===== src/rtl/lsu_pkg.sv =====
`default_nettype none
// ============================================================================
// Module      : lsu_pkg
// Description : Shared types for the memory-stage load/store unit.
// Revision    : 1.0 - initial release
// ============================================================================
package lsu_pkg;

    typedef struct packed {
        logic       is_store;
        logic [1:0] size;
        logic       is_unsigned;
    } lsu_op_t;

    localparam logic [1:0] SZ_B = 2'b00;
    localparam logic [1:0] SZ_H = 2'b01;
    localparam logic [1:0] SZ_W = 2'b10;

    typedef enum logic [2:0] {
        IDLE   = 3'd0,
        REQ    = 3'd1,
        WAIT_R = 3'd2,
        DONE   = 3'd3,
        ERR    = 3'd4
    } lsu_state_t;

    // Size 2'b11 is not a real access width, so it is treated as misaligned.
    function automatic logic is_misaligned(input lsu_op_t op, input logic [1:0] off);
        logic r_bad;
        case (op.size)
            SZ_B:    r_bad = 1'b0;
            SZ_H:    r_bad = off[0];
            SZ_W:    r_bad = (off != 2'b00);
            default: r_bad = 1'b1;
        endcase
        return r_bad;
    endfunction

endpackage
`default_nettype wire


===== src/rtl/lsu_align.sv =====
`default_nettype none
// ============================================================================
// Module      : lsu_align
// Description : Store lane replication / byte enables and load extract/extend.
// Revision    : 1.0 - initial release
// ============================================================================
module lsu_align
    import lsu_pkg::*;
#(
    parameter int DATA_W = 32
) (
    input  lsu_op_t           i_op,
    input  logic [1:0]        i_off,
    input  logic [DATA_W-1:0] i_wdata,
    input  logic [DATA_W-1:0] i_rdata,
    output logic [3:0]        o_be,
    output logic [DATA_W-1:0] o_wdata,
    output logic [DATA_W-1:0] o_rdata
);

    logic [7:0]  w_byte;
    logic [15:0] w_half;

    assign w_byte = i_rdata[{i_off, 3'b000} +: 8];
    assign w_half = i_rdata[{i_off[1], 4'b0000} +: 16];

    always_comb begin
        o_be    = 4'b1111;
        o_wdata = i_wdata;
        o_rdata = i_rdata;
        case (i_op.size)
            SZ_B: begin
                o_be    = 4'b0001 << i_off;
                o_wdata = {4{i_wdata[7:0]}};
                o_rdata = i_op.is_unsigned ? {{(DATA_W-8){1'b0}}, w_byte}
                                           : {{(DATA_W-8){w_byte[7]}}, w_byte};
            end
            SZ_H: begin
                o_be    = 4'b0011 << i_off;
                o_wdata = {2{i_wdata[15:0]}};
                o_rdata = i_op.is_unsigned ? {{(DATA_W-16){1'b0}}, w_half}
                                           : {{(DATA_W-16){w_half[15]}}, w_half};
            end
            default: begin
                o_be    = 4'b1111;
                o_wdata = i_wdata;
                o_rdata = i_rdata;
            end
        endcase
        // Loads always fetch the whole word; the lane is picked on return.
        if (!i_op.is_store) begin
            o_be = 4'b1111;
        end
    end

endmodule
`default_nettype wire


===== src/rtl/lsu_mem_stage.sv =====
`default_nettype none
// ============================================================================
// Module      : lsu_mem_stage
// Description : Memory-stage LSU: req/gnt/rvalid data port, load align/extend.
// Revision    : 1.0 - initial release
// ============================================================================
module lsu_mem_stage
    import lsu_pkg::*;
#(
    parameter int DATA_W = 32,
    parameter int ADDR_W = 32
) (
    input  logic              clk,
    input  logic              rst,
    input  logic              ex_valid,
    input  lsu_op_t           ex_op,
    input  logic [ADDR_W-1:0] ex_addr,
    input  logic [DATA_W-1:0] ex_wdata,
    output logic              lsu_ready,
    input  logic              flush,
    output logic              mem_req,
    output logic              mem_we,
    output logic [ADDR_W-1:0] mem_addr,
    output logic [3:0]        mem_be,
    output logic [DATA_W-1:0] mem_wdata,
    input  logic              mem_gnt,
    input  logic              mem_rvalid,
    input  logic [DATA_W-1:0] mem_rdata,
    output logic              wb_valid,
    output logic [DATA_W-1:0] wb_data,
    output logic              st_done,
    output logic              misalign,
    output logic [ADDR_W-1:0] misalign_addr
);

    lsu_state_t        r_state;
    lsu_state_t        w_state_nxt;
    lsu_op_t           r_op;
    logic [ADDR_W-1:0] r_addr;
    logic [DATA_W-1:0] r_wdata;
    logic [DATA_W-1:0] r_wb_data;
    logic              r_kill;
    logic              r_st_done;

    logic              w_accept;
    logic              w_misal;
    logic              w_in_req;
    logic [3:0]        w_be;
    logic [DATA_W-1:0] w_wdata_rep;
    logic [DATA_W-1:0] w_rdata_ext;

    assign w_accept = ex_valid && (r_state == IDLE);
    assign w_misal  = is_misaligned(ex_op, ex_addr[1:0]);
    assign w_in_req = (r_state == REQ);

    always_ff @(posedge clk) begin
        if (rst) begin
            r_state <= IDLE;
        end else begin
            r_state <= w_state_nxt;
        end
    end

    // A grant always wins over a same-cycle flush; flush only withdraws an ungranted request.
    always_comb begin
        w_state_nxt = r_state;
        case (r_state)
            IDLE: begin
                if (w_accept) begin
                    w_state_nxt = w_misal ? ERR : REQ;
                end
            end
            REQ: begin
                if (mem_gnt) begin
                    w_state_nxt = r_op.is_store ? IDLE : WAIT_R;
                end else if (flush) begin
                    w_state_nxt = IDLE;
                end
            end
            WAIT_R: begin
                if (mem_rvalid) begin
                    w_state_nxt = DONE;
                end
            end
            DONE:    w_state_nxt = IDLE;
            ERR:     w_state_nxt = IDLE;
            default: w_state_nxt = IDLE;
        endcase
    end

    always_ff @(posedge clk) begin
        if (rst) begin
            r_op    <= '0;
            r_addr  <= '0;
            r_wdata <= '0;
        end else if (w_accept) begin
            r_op    <= ex_op;
            r_addr  <= ex_addr;
            r_wdata <= ex_wdata;
        end
    end

    always_ff @(posedge clk) begin
        if (rst) begin
            r_kill <= 1'b0;
        end else if (r_state == DONE) begin
            r_kill <= 1'b0;
        end else if (w_in_req && mem_gnt && flush && !r_op.is_store) begin
            r_kill <= 1'b1;
        end else if ((r_state == WAIT_R) && flush) begin
            r_kill <= 1'b1;
        end
    end

    always_ff @(posedge clk) begin
        if (rst) begin
            r_st_done <= 1'b0;
            r_wb_data <= '0;
        end else begin
            r_st_done <= w_in_req && mem_gnt && r_op.is_store && !flush;
            if ((r_state == WAIT_R) && mem_rvalid) begin
                r_wb_data <= w_rdata_ext;
            end
        end
    end

    lsu_align #(
        .DATA_W (DATA_W)
    ) u_align (
        .i_op    (r_op),
        .i_off   (r_addr[1:0]),
        .i_wdata (r_wdata),
        .i_rdata (mem_rdata),
        .o_be    (w_be),
        .o_wdata (w_wdata_rep),
        .o_rdata (w_rdata_ext)
    );

    // Port fields are driven from captured state, so they stay frozen until grant.
    assign lsu_ready     = (r_state == IDLE);
    assign mem_req       = w_in_req;
    assign mem_we        = w_in_req && r_op.is_store;
    assign mem_addr      = w_in_req ? {r_addr[ADDR_W-1:2], 2'b00} : '0;
    assign mem_be        = w_in_req ? w_be : 4'b0000;
    assign mem_wdata     = w_in_req ? w_wdata_rep : '0;
    assign wb_valid      = (r_state == DONE) && !r_kill;
    assign wb_data       = r_wb_data;
    assign st_done       = r_st_done;
    assign misalign      = (r_state == ERR);
    assign misalign_addr = (r_state == ERR) ? r_addr : '0;

endmodule
`default_nettype wire


===== config.mk =====
export PLATFORM = sky130hd
export DESIGN_NAME = lsu_mem_stage
export DESIGN_NICKNAME = d
export VERILOG_FILES = /design/src/rtl/lsu_pkg.sv /design/src/rtl/lsu_align.sv /design/src/rtl/lsu_mem_stage.sv
export SDC_FILE = /design/constraint.sdc
export NUM_CORES = 1
export LEC_CHECK = 0
export ABC_AREA = 1
export ABC_CLOCK_PERIOD_IN_PS = 1450
export CAP_MARGIN = 0
export CORE_MARGIN = 2
export CORE_UTILIZATION = 38
export CTS_CLUSTER_SIZE = 8
export DETAILED_ROUTE_END_ITERATION = 7
export PLACE_DENSITY = 0.78
export SLEW_MARGIN = 20
export SYNTH_ARGS = -nofsm -noshare
export SYNTH_HDL_FRONTEND = slang
export SYNTH_SLANG_ARGS = --single-unit

===== constraint.sdc =====
create_clock -name clk -period 1.45 [get_ports clk]
set_input_delay 0.29 -clock clk [delete_from_list [all_inputs] [get_ports clk]]
set_output_delay 0.29 -clock clk [all_outputs]
set_load 0.01 [all_outputs]

======== After elaboration in Yosys (flattened, before gate mapping) ========
Index checks and enable logic that the tools add are counted.
storage, ports and cells
  bits of input ports ..................... 106
  logic and storage cells ................. 63
  bits in registers ....................... 105
  output and inout port bits .............. 138
cells by class
  mux-type cells .......................... 20
  reductions and logical operators ........ 20
  shift operators ......................... 4
  equal/unequal tests ..................... 10
operator list
  operator             number
  $mux 32              5
  $pmux 32 s2          2
  $shiftx 32x6->16     1
  $shiftx 32x6->8      1
  $mux 3               5
  $logic_and 1x1->1    10
  $pmux 3 s3           1
  $mux 4               2
  $pmux 4 s2           1
  $eq 3x2->1 const B   2
  $eq 2x1->1 const B   2
  $logic_not 2->1      2
  $reduce_bool 2->1    2
  $shl 1x2->4 const A  1
  $shl 2x2->4 const A  1
  $eq 3x1->1 const B   1
  $eq 3x3->1 const B   1
  $logic_not 1->1      3
  $logic_not 3->1      1
  $ne 3x3->1 const B   1
  $pmux 1 s3           1
  $reduce_and 3->1     1
  $eq 2x2->1 const B   1
  $mux 1               2
  4 further kinds      4

======== Longest topological paths before layout ========
  depth in word-level cells ............... 5
  gate-level depth with buffers ........... 10
  gate-level depth less buffers ........... 9

======== By module ========
From an unflattened synthesis, not the netlist that was laid out.
second synthesis, totals
  cell total of the unflattened synthesis .. 896
  area total of the unflattened synthesis .. 5734.2 µm²
by module, submodules not included
  module         cells an instance  area each (µm²)  instances  seq. area each (µm²)
  lsu_mem_stage  641                4463.0           1          2102.0
  lsu_align      255                1271.2           1          0.0

======== Least setup slack after synthesis ========
Ideal clock, no wire load.
  kind .................................... reg-to-output
  from .................................... register r_state[2]
  to ...................................... output port misalign_addr[10]
  stages on the path, launching flop included .. 6
  buffers on the path ..................... 1
  data required time ...................... 1160 ps
  arrival time ............................ 1321 ps
  slack ................................... -161 ps
  cell sequence ........................... dfxtp_1 -> inv_1 -> nor3_1 -> inv_1 -> clkbuf_1 -> nor2_1
between the ends
  cells in the longest elaborated chain, start to end .. 2
ends and longest elaborated chain
  what                    RTL line              source
  from (decl)             lsu_mem_stage.sv:36   lsu_state_t r_state;
  from (signal assigned)  lsu_mem_stage.sv:60   r_state <= w_state_nxt;
  $eq 3x3->1              -
  via misalign            lsu_mem_stage.sv:32   output logic misalign,
  $mux 32                 lsu_mem_stage.sv:150  assign misalign_addr = (r_state == ERR) ? r_addr : '0;
  to (decl)               lsu_mem_stage.sv:33   output logic [ADDR_W-1:0] misalign_addr
The timed path passes the listed nets, and every way through them passes these cells.

======== Final worst setup path ========
  from .................................... register r_op[2] in the netlist's numbering
  to ...................................... output port mem_wdata[29]
between the ends
  cells in the longest elaborated chain, start to end .. 3
  elaborated cells between the ends (all ways) .. 4
  those cells by class .................... eq/ne: 1; mux: 2; reduce/logical: 1
ends and longest elaborated chain
  what                                                  RTL line              source
  from (decl)                                           lsu_mem_stage.sv:38   lsu_op_t r_op;
  from (signal assigned)                                lsu_mem_stage.sv:97   r_op <= ex_op;
  $eq 2x1->1 / $logic_not 2->1 (equally long branches)  lsu_align.sv:31       case (i_op.size)
  $pmux 32 s2 (*)                                       lsu_align.sv:31
  $mux 32 (*)                                           lsu_mem_stage.sv:145  assign mem_wdata = w_in_req ? w_wdata_rep : '0;
  to (decl)                                             lsu_mem_stage.sv:25   output logic [DATA_W-1:0] mem_wdata,
Every way passes the cells marked *; elsewhere a longest branch is shown, timed or not.

==> out/qor.txt <==
Status = finished, violations left
Failing checks = setup timing
I/O pins = 244
Share of the synthesized area in the top cell type = 39.60%
CP Max Fanout = 6
Critical path required time = 1160 ps
Worst Setup Slack, final = -611.2 ps
First-pass DRT Iterations = 5
Pre-CTS setup slack = -518.5 ps
Grt ovf = 0
Clock Sinks = 105
Via Count = 7,655
Clk_lat worst skew = 360 ps
Largest area contributor in the netlist = dfxtp_1
Synth Warn # = 0
RSZ-0062 raised after global routing = yes
NumNets Final = 1,246
Synth Register Bits = 105
Row Count = 43
Clock slew at reported path FFs = 70 ps
Crit path capture type = output port
Layout area overhead = 114.3%
Max-capacitance violation count = 0
Clock buffer count from CTS = 9
Area occupied by multi-input gates = 0.004066 mm2
Clock Tree Root = clkbuf_16
Post-Route WL = 29.64 mm
Clk_skew = 8.525 ps
M1 GR Usage = 35.99%
DIE WIDTH = 122.2 um
Post-Synthesis Cells = 802
Post-Syn Area per Cell = 6.618 um2
Starting Density = 38.54%
Fin crit period = 2061 ps
GP Congestion = 0.8707
EDFF count, synth = 0
Post-DR wirelength/cell = 22.37 um
Netlist cell types = 24
Slew @ Worst Pin = 738.1 ps
Async SR Flop Fraction = 0%
Final hold vios = 0
Pleak = 5.314 nW
Largest net degree at the start of global routing = 32
Vias per cell = 5.777
Hold/Removal Path Class = reg -> reg
Die area = 0.01493 mm2
Die Ht = 122.2 um
FILL cells = 710
Critical path class = reg -> out
Synthesized cell area = 0.005308 mm2
DRT iter0 DRCs = 632
Met3 Usage GRT = 7.772%
Antenna violations before repair = 1
Synth area leaders = dfxtp_1, a21oi_1, nand2_1
First-pass GRT wire length = 35.26 mm
Fin crit share = 142.2%
Sequential share of the synthesized area = 39.60%
Worst endpoint data arrival time = 1770 ps
Detail Route Antenna Nets = 0
Final setup vio count = 207
Core area = 0.01377 mm2
Vias in the first global route = 6,695
Global routing's busiest layer = met2
Power per Cell Area = 946.6 mW/mm2
Main flop type after synthesis = dfxtp_1
Gr usage total = 30.23%
VDD IR max = 0.6527 mV
Share of cells above drive strength 1 = 47.20%
Top-count cell post-synth = nand2_1
CTS tree = built
M2 GR Usage = 51.78%
DR DRC count = 0
Synth top cells by count = nand2_1, a21oi_1, nor2_1
Startpoint types = register
Buffers on Ports = 241
Setup_tns = -61,880 ps
Max frequency = 485.2 MHz
Post-DP HPWL = 13.55 mm
Register Area = 0.002113 mm2
Slew Limit Fails = 0
Total power = 10.77 mW
Clock buffer depth = 2
Worst slew margin = 50.71%
CTS H-Tree Depth = 3
-- where the power goes --
group	switching [mW]	total [mW]	internal, mW	leakage (nW)
combinational	2.52	4.71	2.19	4.30
clock	1.16	2.66	1.50	0.155
sequential	0.242	3.39	3.15	0.864
-- state kept, by name, indices dropped and copies added, names as in the netlist --
signal / count
r_addr: 32
r_wdata: 32
wb_data: 32
r_op: 4
r_state: 3
r_kill: 1
st_done: 1
-- cell usage in the layout, fill, tap and decap left out, drive strengths merged, types with 15 or more instances in the layout --
cell type        n
a21oi          126
buf            240
clkbuf          15
clkdlybuf4s50  104
dfxtp          105
dlymetal6s2s    34
inv             91
nand2          130
nand3           58
nor2           113
o21a            16
o21ai           81
-- repair_timing --
| action | 4_1_cts | 5_1_grt |
|---|---|---|
| setup endpoints to repair | 238 | 239 |
| resized for setup | 649 | 395 |
| pin swaps | 23 | 72 |
| hold buffers | 0 | 0 |
| gates cloned | 26 | 7 |
| setup buffers | 34 | 20 |
-- cell type report --
| class | count | area share [%] |
|---|---|---|
| Sequential cell | 105 | 18.58 |
| Antenna cell | 1 | 0.02200 |
| Inverter | 93 | 3.311 |
| Tap cell | 180 | 1.980 |
| Clock buffer | 9 | 1.980 |
| Timing Repair inverter | 1 | 0.1430 |
| Timing Repair Buffer | 384 | 37.51 |
| Clock inverter | 6 | 0.7369 |
| Multi-Input combinational cell | 546 | 35.75 |
-- path summary, 6_finish.rpt --
check	start	end	slack, ps	cells past startpoint
max	r_op[2]$_SDFFE_PP0P_	mem_wdata[29]	-610	7
min	wb_data[3]$_SDFFE_PP0P_	wb_data[3]$_SDFFE_PP0P_	490	2
max reg2reg	r_state[0]$_SDFFE_PP0P_	wb_data[25]$_SDFFE_PP0P_	-400	11
min reg2reg	wb_data[3]$_SDFFE_PP0P_	wb_data[3]$_SDFFE_PP0P_	490	2
-- metal layers --
metal  wire length (um)  vias to the layer above
li1                   -                     3283
met1              10440                     3632
met2              14530                      557
met3               2809                      183
met4               1854                        0
met5                  0                        -
-- critical path, stage by stage (launching register included) --
cell	delay [ps]
dfxtp_4	390
buf_6	140
inv_8	50
buf_12	130
buf_8	130
o22ai_2	350
nor2_1	70
buf_2	150
-- kinds of logic (layout without fill, tap and decap cells) --
kind of cell,Yosys count,after routing,share of synthesized area (%)
AND/OR/NAND/NOR,302,304,23.34
other,1,3,0.07065
AO/OA/AOI/OAI,240,240,24.00
buffers and inverters,154,493,12.99
flip-flops,105,105,39.60
-- stage by stage --
stage / hold slack, ps / util (%) / instance area (um2) / instances
floorplan: 430.2 / - / 5328 / 803
global placement: 450.6 / 60.29 / 8304 / 1236
detailed placement: 457.1 / 60.29 / 8304 / 1236
CTS: 464.8 / 70.70 / 9738 / 1309
global route: 509.7 / 82.58 / 11370 / 1324
finish: 487.5 / 82.59 / 11380 / 1325
(Power assumes the default switching activity.)
==> patch 1, RTL diff (config.mk and constraints unchanged) <==
Make the reset (`rst`) asynchronous in 4 clocked blocks.
--- a/src/rtl/lsu_mem_stage.sv
+++ b/src/rtl/lsu_mem_stage.sv
@@ -54,5 +54,5 @@
     assign w_in_req = (r_state == REQ);
 
-    always_ff @(posedge clk) begin
+    always_ff @(posedge clk or posedge rst) begin
         if (rst) begin
             r_state <= IDLE;
@@ -89,5 +89,5 @@
     end
 
-    always_ff @(posedge clk) begin
+    always_ff @(posedge clk or posedge rst) begin
         if (rst) begin
             r_op    <= '0;
@@ -101,5 +101,5 @@
     end
 
-    always_ff @(posedge clk) begin
+    always_ff @(posedge clk or posedge rst) begin
         if (rst) begin
             r_kill <= 1'b0;
@@ -113,5 +113,5 @@
     end
 
-    always_ff @(posedge clk) begin
+    always_ff @(posedge clk or posedge rst) begin
         if (rst) begin
             r_st_done <= 1'b0;
Check against the original RTL: differs if rst is asserted again (counterexample within 4 cycles, from zero or initial values and one cycle with rst high); with rst held inactive, the same outputs for 10 cycles.
==> patch 1 against the original RTL <==
The run still ends with negative setup slack left. Synthesized area increased by 7.7%. Design area decreased by 8.8%. Sequential cell count unchanged. Worst hold slack got worse by 0.25 ns. Routed wire length decreased by 21%. Setup slack improved by 0.099 ns. Highest routed layer is now met5.
Power is not compared: it rests on default switching activity, and its combinational part moved more than twofold at a synthesized area within 25%.
==> patch 1: results (changes against the original RTL) <==
Status -> complete, but fails checks
Violated checks -> negative setup slack
Setup WS post-layout -> -0.513 ns (+0.0985 ns)
Largest cells by area after synthesis -> dfrtp_1 (46%), nor2_1 (12%), a21oi_1 (8.8%)
Worst relative slew slack -> 0.657 (+0.150)
Vias -> 6704 (-12%)
All-layer global routing usage -> 0.261 (-0.0416)
RR Endpoint -> r_wdata[10]
Layout cells sized above 1 -> 0.389 (-0.0828)
Vias in the first global route -> 6461 (-3.5%)
Setup Viol. Count Final -> 205 (-0.97%)
Worst setup endpoint -> mem_wdata[26]
First-pass GRT wire length -> 33100 um (-6.2%)
Pre-antenna DRT Iters -> 8 (+3)
Commonest cells in the netlist -> nor2_1 (180), nand2_1 (108), dfrtp_1 (105), a21oi_1 (100), inv_1 (95)
DP Area -> 8790 um^2 (+5.9%)
Synth async-reset ratio -> 1.00 (+1.00)
Hpwl dp -> 14700 um (+8.1%)
Final Wtd Congestion -> 0.932 (+7.0%)
Worst Path Arrival -> 1.67 ns (-0.10 ns)
Sequential area share after synthesis -> 0.460 (+0.0636)
Count of cell types in the netlist -> 28 (+17%)
Cell count of the worst reg-to-reg path -> 12 (+1)
Worst hold-check path type -> primary input to asynchronous set/reset pin
Top FF cell, synth -> dfrtp_1
Final hold violation count -> 0 (unchanged)
Worst setup startpoint -> r_op[2]
Initial drt markers -> 592 (-6.3%)
Avg WL per Cell -> 18.3 um (-18%)
Final nets -> 1193 (-4.3%)
Clk buf depth -> 2 (unchanged)
Worst-path fanout max -> 8 (+2)
Largest net degree at the start of global routing -> 46 (+44%)
Post-Place Worst Slack -> -0.553 ns (-0.0348 ns)
N_diodes -> 0 (-1)
Reg2reg start -> r_state[0]
Clock skew -> 0.0120 ns (+0.00350 ns)
Min Tclk post-route -> 1.96 ns (-0.0985 ns)
## patch 1: per-layer routing
metal  GRT usage  part of all wire  wire, um
met1       0.318              0.37      8540
met2       0.439              0.49     11500
met3      0.0565             0.094      2200
met4       0.126             0.047      1100
met5           0           0.00056        13
## patch 1: cells by family (layout without fill, tap and decap cells)
logic type / count (synthesis) / after routing / share of synthesized area
AO/OA/AOI/OAI: 147 / 147 / 0.132
multiplexers: 17 / 17 / 0.0401
buffers and inverters: 151 / 469 / 0.116
AND/OR/NAND/NOR: 352 / 352 / 0.251
other: 1 / 2 / 0.000656
flip-flops: 105 / 105 / 0.460
## patch 1: cell type report
| cell class | instances | area [um^2] |
|---|---|---|
| multi-input combinational | 518 | 3160 |
| fill | 1036 | 4220 |
| sequential | 105 | 2630 |
| timing repair inverter | 1 | 16.3 |
| inverter | 102 | 418 |
| tap | 184 | 230 |
| clock inverter | 4 | 52.6 |
| clock buffer | 12 | 246 |
| timing repair buffer | 350 | 3610 |
## patch 1: where the power goes
part | switching (W) | internal [W] | total (W)
sequential | 0.00100 | 0.00438 | 0.00538
combinational | 0.00796 | 0.00740 | 0.0154
clock | 0.00113 | 0.00139 | 0.00252
## patch 1: worst min-delay path by stage
stage	from	to	slack [ns]	cells after the start
final	rst	r_wdata[23]	0.24	2
after global routing	rst	r_wdata[22]	0.26	2
after CTS	rst	r_wdata[18]	0.24	2
after detailed placement	r_wdata[23]	r_wdata[23]	0.49	1
after global placement	r_kill	r_kill	0.49	2
after floorplan	flush	st_done	0.36	1
## patch 1: per-stage QoR
stage / cells / TNS, ns
detailed placement: 1215 / -65.55
floorplan: 774 / -10.86
CTS: 1262 / -69.17
global route: 1276 / -85.48
global placement: 1215 / -59.45
finish: 1276 / -72.04
## patch 1: worst max-delay path, cell delays in order, from the launching register on
cell     delay (ns)
dfrtp_2        0.47
buf_6          0.15
nor2_4         0.19
inv_6          0.09
buf_6          0.13
o22ai_2        0.09
nor2_1         0.05
buf_2          0.14
## patch 1: repair_timing
item / 4_1_cts / 5_1_grt
gates resized for setup: 530 / 190
gates cloned: 10 / 9
pin swaps: 10 / 9
hold endpoints to repair: 0 / 0
endpoints found under the setup margin: 236 / 241
setup buffers: 23 / 9
==> patch 2, RTL diff (same settings) <==
Without the edit above. The parameter `ADDR_W` goes from 32 to 16.
--- a/src/rtl/lsu_mem_stage.sv
+++ b/src/rtl/lsu_mem_stage.sv
@@ -9,5 +9,5 @@
 #(
     parameter int DATA_W = 32,
-    parameter int ADDR_W = 32
+    parameter int ADDR_W = 16
 ) (
     input  logic              clk,
Ports: changed (resized ex_addr, mem_addr and misalign_addr); port bits go from 244 to 196. No check against the original RTL was run, so the function may have changed too.
==> patch 2 against the original RTL <==
Total power is 22% lower. Routed wire length is 30% lower. Critical endpoint is now mem_wdata[26]. Synthesized area is 13% lower. Synthesized cell count is 14% lower. Design area is 22% lower. The flow still finishes with violations (negative setup slack). Non-clock buffer count is 94 lower. Critical path depth stayed put. Sequential share of layout area is 1.8 points higher. Largest power group unchanged. Sequential cell count is 16 lower. Setup slack better by 0.25 ns.
==> patch 2: results (changes against the original RTL) <==
Status -> complete, but fails checks
Violated checks -> negative setup slack
Hpwl dp -> 11700 um (-14%)
Setup Viol. Count Final -> 127 (-39%)
Final nets -> 1033 (-17%)
Fillers -> 833 (+17%)
Final Wtd Congestion -> 0.888 (+1.9%)
Worst path max stage delay -> 0.37 ns (-0.02 ns)
PortBufs -> 193 (-20%)
Vias -> 5989 (-22%)
Pre-antenna DRT Iters -> 5 (unchanged)
Post-Route WL -> 20700 um (-30%)
Leak Pwr -> 3.80 nW (-28%)
All-layer global routing usage -> 0.262 (-0.0401)
Largest net degree at the start of global routing -> 25 (-22%)
Post-Place Worst Slack -> -0.480 ns (+0.0382 ns)
Clock skew -> 0.0111 ns (+0.00255 ns)
Worst Path Arrival -> 1.52 ns (-0.25 ns)
Commonest cells in the netlist -> a21oi_1 (119), nand2_1 (110), dfxtp_1 (89), o21ai_0 (83), inv_1 (74)
Initial drt markers -> 523 (-17%)
Count of cell types in the netlist -> 29 (+21%)
Setup WS post-layout -> -0.363 ns (+0.248 ns)
Largest cells by area after synthesis -> dfxtp_1 (38%), a21oi_1 (13%), o21ai_0 (9.0%)
Worst hold-check path type -> register to register
Sequential area share after synthesis -> 0.385 (-0.0114)
Worst-path fanout max -> 5 (-1)
DP Area -> 7100 um^2 (-14%)
## patch 2: cell types whose count changed after synthesis, sizes merged, moves of 9 or more
| cell | unedited run | this run |
|---|---|---|
| nand3 | 58 | 49 |
| nand2 | 128 | 112 |
| inv | 93 | 78 |
| clkbuf | 29 | 16 |
| dfxtp | 105 | 89 |
| nor2 | 113 | 73 |
## patch 2: timing repair
item                                    in CTS  in global routing
buffers inserted                            12                 13
endpoints found under the setup margin     157                156
pin swaps                                    7                 59
cloned                                       8                 12
gates resized for setup                    462                250
hold endpoints to repair                     0                  0
## patch 2: layout make-up
cell class | count | area [um^2] | share of cell area
repair buffers | 290 | 2980 | 0.336
flip-flops and latches | 89 | 1800 | 0.203
well taps | 147 | 184 | 0.0207
inverters | 78 | 332 | 0.0374
clock inverters | 6 | 50.0 | 0.00564
clock buffers | 10 | 239 | 0.0270
repair inverters | 1 | 7.51 | 0.000847
multi-input cells | 474 | 3270 | 0.369
diodes | 1 | 2.50 | 0.000282
## patch 2: routing by layer
metal  global-route usage  share of wire  vias up
met5                    0              0        -
met4               0.0935          0.044        0
met3               0.0741          0.096       75
met2                0.434           0.49      351
met1                0.326           0.37     2781
li1                     -              -     2782
## patch 2: per-stage QoR
stage,TNS (ns),power (W),hold WS (ns),util,cells
floorplan,-0.0631,0.00387,0.430,-,689
global placement,-25.86,0.00490,0.451,0.594,1041
detailed placement,-29.42,0.00493,0.454,0.594,1041
CTS,-24.26,0.00758,0.467,0.639,1075
global route,-32.58,0.00874,0.490,0.741,1096
finish,-25.00,0.00841,0.468,0.741,1096
## patch 2: final timing paths
path                             startpoint       endpoint  slack, ns  cells after the start
worst min-delay path            r_wdata[17]    r_wdata[17]       0.47                      2
worst max-delay path             r_state[2]  mem_wdata[26]      -0.36                      7
worst min register to register  r_wdata[17]    r_wdata[17]       0.47                      2
worst max register to register   r_state[2]        r_op[0]      -0.19                      9
## patch 2: worst min-delay path, cell delays in order, from the launching register on
cell and delay (ns):
dfxtp_1 0.32, nand2_2 0.07, a21oi_2 0.04
## patch 2: kinds of logic (layout without fill, tap and decap cells)
group,count (synthesis),after routing,synth area share
compound gates,232,232,0.267
buf+inv,129,385,0.127
flops,89,89,0.385
other cells,1,3,0.000810
simple gates,237,240,0.221
## patch 2: report_power, final
| part | leakage (nW) | internal, W | total [W] | switching [W] |
|---|---|---|---|---|
| logic | 2.93 | 0.00149 | 0.00327 | 0.00177 |
| registers | 0.733 | 0.00265 | 0.00283 | 0.000179 |
| clock network | 0.136 | 0.00123 | 0.00231 | 0.00108 |
| total | 3.80 | 0.00538 | 0.00841 | 0.00303 |
